**config.mk**
```make
export PLATFORM = sky130hd
export DESIGN_NAME = des_block_packer
export DESIGN_NICKNAME = d
export VERILOG_FILES = /design/src/rtl/des_block_packer.sv
export SDC_FILE = /design/constraint.sdc
export NUM_CORES = 2
export LEC_CHECK = 0
export CAP_MARGIN = 20
export CORE_MARGIN = 1.5
export CORE_UTILIZATION = 39
export CTS_BUF_LIST = sky130_fd_sc_hd__clkbuf_2 sky130_fd_sc_hd__clkbuf_4 sky130_fd_sc_hd__clkbuf_8
export DETAILED_ROUTE_END_ITERATION = 10
export HOLD_SLACK_MARGIN = 0.05
export PLACE_DENSITY = 0.59
export SYNTH_ARGS = -nofsm -noshare
export SYNTH_HDL_FRONTEND = slang
export SYNTH_SLANG_ARGS = --single-unit
```
**constraint.sdc**
```tcl
create_clock -name okClk -period 6 [get_ports okClk]
set_input_delay 1.2 -clock okClk [delete_from_list [all_inputs] [get_ports okClk]]
set_output_delay 1.2 -clock okClk [all_outputs]
set_load 0.05 [all_outputs]
```
**src/rtl/des_block_packer.sv**
```systemverilog
// Packs pairs of 32-bit PipeIn words into 64-bit DES input blocks (first word low)
// and buffers them in a first-word-fall-through FIFO with a valid/ready head.
module des_block_packer #(
   parameter int unsigned DEPTH_LOG2 = 4,
   parameter logic [31:0] PAD_WORD   = 32'h0000_0000
) (
   input  logic                  okClk,
   input  logic                  reset_n,
   input  logic                  ram_reset,
   input  logic                  pipe_write,
   input  logic [31:0]           pipe_data,
   input  logic                  flush,
   output logic                  blk_valid,
   output logic [63:0]           blk_data,
   input  logic                  blk_ready,
   output logic                  full,
   output logic                  empty,
   output logic [DEPTH_LOG2:0]   level,
   output logic                  half_pending,
   output logic                  overflow,
   output logic [15:0]           blocks_in
);

   localparam int unsigned DEPTH = 1 << DEPTH_LOG2;

   typedef enum logic {S_LOW, S_HIGH} state_t;

   state_t                  state_reg, state_next;
   logic [31:0]             half_reg, half_next;
   logic                    push_req;
   logic [63:0]             push_data;
   logic                    pop, push_ok, drop, wr_en;

   logic [DEPTH_LOG2-1:0]   wr_ptr_reg, rd_ptr_reg;
   logic [DEPTH_LOG2:0]     level_reg, level_next;
   logic                    full_reg, empty_reg, overflow_reg;
   logic [15:0]             blocks_in_reg;
   logic [63:0]             mem_reg [DEPTH];

   // Packer: decides whether this cycle completes a block and what it holds
   always_comb begin
      state_next = state_reg;
      half_next  = half_reg;
      push_req   = 1'b0;
      push_data  = {PAD_WORD, half_reg};
      case (state_reg)
         S_LOW: begin
            if (pipe_write && flush) begin
               push_req  = 1'b1;
               push_data = {PAD_WORD, pipe_data};
            end else if (pipe_write) begin
               half_next  = pipe_data;
               state_next = S_HIGH;
            end
         end
         S_HIGH: begin
            if (pipe_write) begin
               push_req   = 1'b1;
               push_data  = {pipe_data, half_reg};
               state_next = S_LOW;
            end else if (flush) begin
               push_req   = 1'b1;
               push_data  = {PAD_WORD, half_reg};
               state_next = S_LOW;
            end
         end
         default: state_next = S_LOW;
      endcase
   end

   assign pop     = !empty_reg && blk_ready;
   assign push_ok = push_req && (!full_reg || pop);
   assign drop    = push_req && !push_ok;
   assign wr_en   = push_ok && !ram_reset;

   always_comb begin
      level_next = level_reg;
      if (push_ok && !pop)
         level_next = level_reg + (DEPTH_LOG2+1)'(1);
      else if (pop && !push_ok)
         level_next = level_reg - (DEPTH_LOG2+1)'(1);
   end

   always_ff @(posedge okClk or negedge reset_n) begin
      if (!reset_n) begin
         state_reg     <= S_LOW;
         half_reg      <= 32'h0;
         wr_ptr_reg    <= '0;
         rd_ptr_reg    <= '0;
         level_reg     <= '0;
         full_reg      <= 1'b0;
         empty_reg     <= 1'b1;
         overflow_reg  <= 1'b0;
         blocks_in_reg <= 16'h0;
      end else if (ram_reset) begin
         state_reg     <= S_LOW;
         wr_ptr_reg    <= '0;
         rd_ptr_reg    <= '0;
         level_reg     <= '0;
         full_reg      <= 1'b0;
         empty_reg     <= 1'b1;
         overflow_reg  <= 1'b0;
         blocks_in_reg <= 16'h0;
      end else begin
         state_reg <= state_next;
         half_reg  <= half_next;
         level_reg <= level_next;
         // Flags are derived from the next level so they never lag it
         full_reg  <= (level_next == (DEPTH_LOG2+1)'(DEPTH));
         empty_reg <= (level_next == '0);
         if (drop)
            overflow_reg <= 1'b1;
         if (push_ok) begin
            wr_ptr_reg    <= wr_ptr_reg + DEPTH_LOG2'(1);
            blocks_in_reg <= blocks_in_reg + 16'd1;
         end
         if (pop)
            rd_ptr_reg <= rd_ptr_reg + DEPTH_LOG2'(1);
      end
   end

   // Per-entry registers so the storage can be cleared by reset
   for (genvar gi = 0; gi < DEPTH; gi++) begin : g_mem
      always_ff @(posedge okClk or negedge reset_n) begin
         if (!reset_n)
            mem_reg[gi] <= 64'h0;
         else if (wr_en && (wr_ptr_reg == DEPTH_LOG2'(gi)))
            mem_reg[gi] <= push_data;
      end
   end

   assign blk_data     = mem_reg[rd_ptr_reg];
   assign blk_valid    = !empty_reg;
   assign full         = full_reg;
   assign empty        = empty_reg;
   assign level        = level_reg;
   assign half_pending = (state_reg == S_HIGH);
   assign overflow     = overflow_reg;
   assign blocks_in    = blocks_in_reg;

endmodule

```
==> results.py <==
metrics = {
    "status": {
        "status": "completed",
    },
    "place": {
        "hpwl_mm": 73.5,
        "place_congestion": 0.762,
        "port_buffers": 127,
        "dp_cells": 5552,
    },
    "sta": {
        "worst_pin_slew_ps": 1120,
        "report.final.hold_viol_count": 0,
        "tns_ps": 0,
        "hold_ws_ps": 398,
        "setup_viol": 0,
        "fin_crit_sh_pct": 87.0,
        "skew_ps": 41.1,
        "slew_headroom_pct": 23.3,
        "min_period_ps": 5220,
        "drv_slew": 0,
        "rsz0062_at_grt": "no",
        "fmax_mhz": 192,
    },
    "synth": {
        "syn-cell-area_um2": 47100,
        "synth.most_common_cell": "dfrtp_1",
        "synthArstFlopShare_pct": 100,
        "yosysTopAreaCell": "dfrtp_1",
        "ys_warn_count": 0,
        "ys_types": 45,
        "synth_top_flop_cell": "dfrtp_1",
        "synth_edf_count": 0,
        "syn-instance-count": 4096,
        "yosys-top-cells-area": "dfrtp_1, mux4_2, o21ai_0",
        "syn_area_per_cell_um2": 11.5,
        "synth_common_cells": "dfrtp_1, nand2_1, o21ai_0, mux4_2, clkbuf_1",
        "ys_ff_latch": 1089,
        "synth_top_area_share_pct": 57.8,
        "syn_nets": 4142,
        "ys_seq_area_share_pct": 57.8,
    },
    "cells_and_area": {
        "area_growth_pct": 13.6,
        "layout.nets": 4167,
        "num-fill-cells": 11200,
        "drive_gt1_share_pct": 18.6,
        "final_util_pct": 44.7,
        "largest_register_ffs": 1024,
        "fin_cells": 5872,
    },
    "floorplan": {
        "start_util_pct": 39.3,
        "dieArea_um2": 123000,
        "die_x_um": 351,
        "die_h_um": 351,
        "rows": 127,
        "design.core.area_um2": 120000,
        "io_pins": 128,
    },
    "route": {
        "finalWirelength_mm": 124,
        "drt_iter0_drc": 2122,
        "postRouteAntennaNets": 0,
        "drc": 0,
        "num_vias": 30800,
        "drt_first_pass_iters": 5,
        "via_per_inst": 5.24,
        "avgRoutedWirePerCell_um": 21.1,
    },
    "clock_network": {
        "cts_hold_buf": 0,
        "cts_setup_buffers": 0,
        "cts_buffers": 176,
        "insertion_delay_ps": 860,
        "cts_root_buf": "clkbuf_8",
        "clk_pin_slew_worst_paths_ps": 60,
        "ctsHtreeMaxLevel": 4,
        "cts_resized": 0,
        "clockBufferDepth": 3,
        "clock_sinks": 1089,
        "cts_tree": "built",
    },
    "power": {
        "intPower_mw": 12.4,
        "switching_share_pct": 28.1,
        "p_clk_share_pct": 39.0,
        "ir_worst_vdd_v": 0.000250,
        "p_switching_mw": 4.82,
        "power_frac_comb_pct": 14.9,
        "leakagePower_nw": 22.7,
        "power_mw": 17.2,
        "power_density_nw_per_um2": 321,
        "p_seq_share_pct": 46.1,
    },
    "setup_path": {
        "crit_arrival_ps": 4020,
        "worstSetupPathType": "flip-flop to output pin",
        "setup.worst_path.end_class": "output pin",
        "cp.required_ps": 4800,
        "path_max_fanout": 60,
        "setup.worst_path.start_class": "flip-flop",
    },
    "grt": {
        "antenna_found_initial": 4,
        "grt_max_degree": 170,
        "grt_pass1_vias": 31600,
        "grt-ovfl-total": 0,
        "grt_pass1_wl_mm": 195,
        "grt_usage_pct": 20.8,
    },
    "flow_run": {
        "maxCapViolations": 0,
    },
    "min_path": {
        "hold_class": "input pin to asynchronous set/reset pin",
    },
}
==> kinds of logic (layout without fill, tap and decap cells) <==
family	after synthesis	count (layout)	synth area share, %
AOI/OAI and AO/OA	1048	1048	11.2
xor gates and xnor gates	21	21	0.390
adders and majority gates	9	9	0.242
buffers and inverters	391	554	4.04
DFF	1089	1089	57.8
muxes	385	385	16.8
other	0	1	0
and+or+nand+nor	1153	1153	9.48
==> through the flow <==
step                      worst slack (ps)  instance area (um2)
after detailed placement              1330                49800
after CTS                              636                53500
after global placement                1400                49700
after global routing                   623                53500
after floorplan                       2770                47100
final                                  781                53500
==> path summary, 6_finish.rpt <==
check / start / endpoint / slack [ps] / depth (start not counted)
max: rd_ptr_reg[0] / blk_data[30] / 780 / 4
min: reset_n / mem_reg[189] / 400 / 1
max reg2reg: half_pending / mem_reg[973] / 2630 / 7
min reg2reg: mem_reg[263] / mem_reg[263] / 470 / 2
max in group asynchronous: reset_n / mem_reg[204] / 4170 / 2
min in group okClk: mem_reg[263] / mem_reg[263] / 470 / 2
==> power by group through the flow <==
stage | sequential (mW) | clock, mW | combinational [mW]
2_1_floorplan | 8.00 | 0 | 1.67
6_report | 7.92 | 6.70 | 2.56
3_5_place_dp | 8.05 | 0 | 2.62
3_3_place_gp | 8.04 | 0 | 2.58
5_1_grt | 7.97 | 7.17 | 2.77
4_1_cts | 7.92 | 6.86 | 2.62
==> per-layer routing <==
layer  vias up  wire length, um  part of all wire, %  track usage (%)
met1     15700            55700                   45             28.1
met3       172             5360                  4.3             3.75
met5         -               31                0.025                0
li1      14400                -                    -                -
met2       536            60400                   49             34.3
met4         6             2370                  1.9             5.69
==> cells in the final DEF (no fill, tap or decap), types with 8 or more instances in the layout <==
cell type        instances
dfrtp_1               1084
nand2_1               1064
o21ai_0                919
mux4_2                 319
clkbuf_8               215
clkdlybuf4s50_1        126
o21ai_1                109
buf_4                   77
clkbuf_4                72
mux2i_1                 32
mux2_2                  32
nor2_1                  30
buf_12                  24
clkinv_2                14
nand3_4                 12
xor2_1                  11
xnor2_1                 10
inv_1                    9
a21oi_1                  8
nor3_1                   8
nand4_1                  8
ha_1                     8
==> final cells by class <==
type | count | area (um2) | area share, %
diodes | 1 | 2.50 | 0.00468
repair buffers | 229 | 2350 | 4.38
flip-flops and latches | 1089 | 27300 | 51.0
inverters | 9 | 33.8 | 0.0631
well taps | 1612 | 2020 | 3.77
clock inverters | 29 | 225 | 0.421
clock buffers | 287 | 3500 | 6.54
multi-input cells | 2616 | 18100 | 33.9
==> critical path: stages (launching register included) <==
cell and delay [ps]:
dfrtp_4 700, buf_12 450, mux4_2 630, mux4_2 480
clkdlybuf4s50_1 820
No activity file was read; power rests on OpenSTA's default activity.
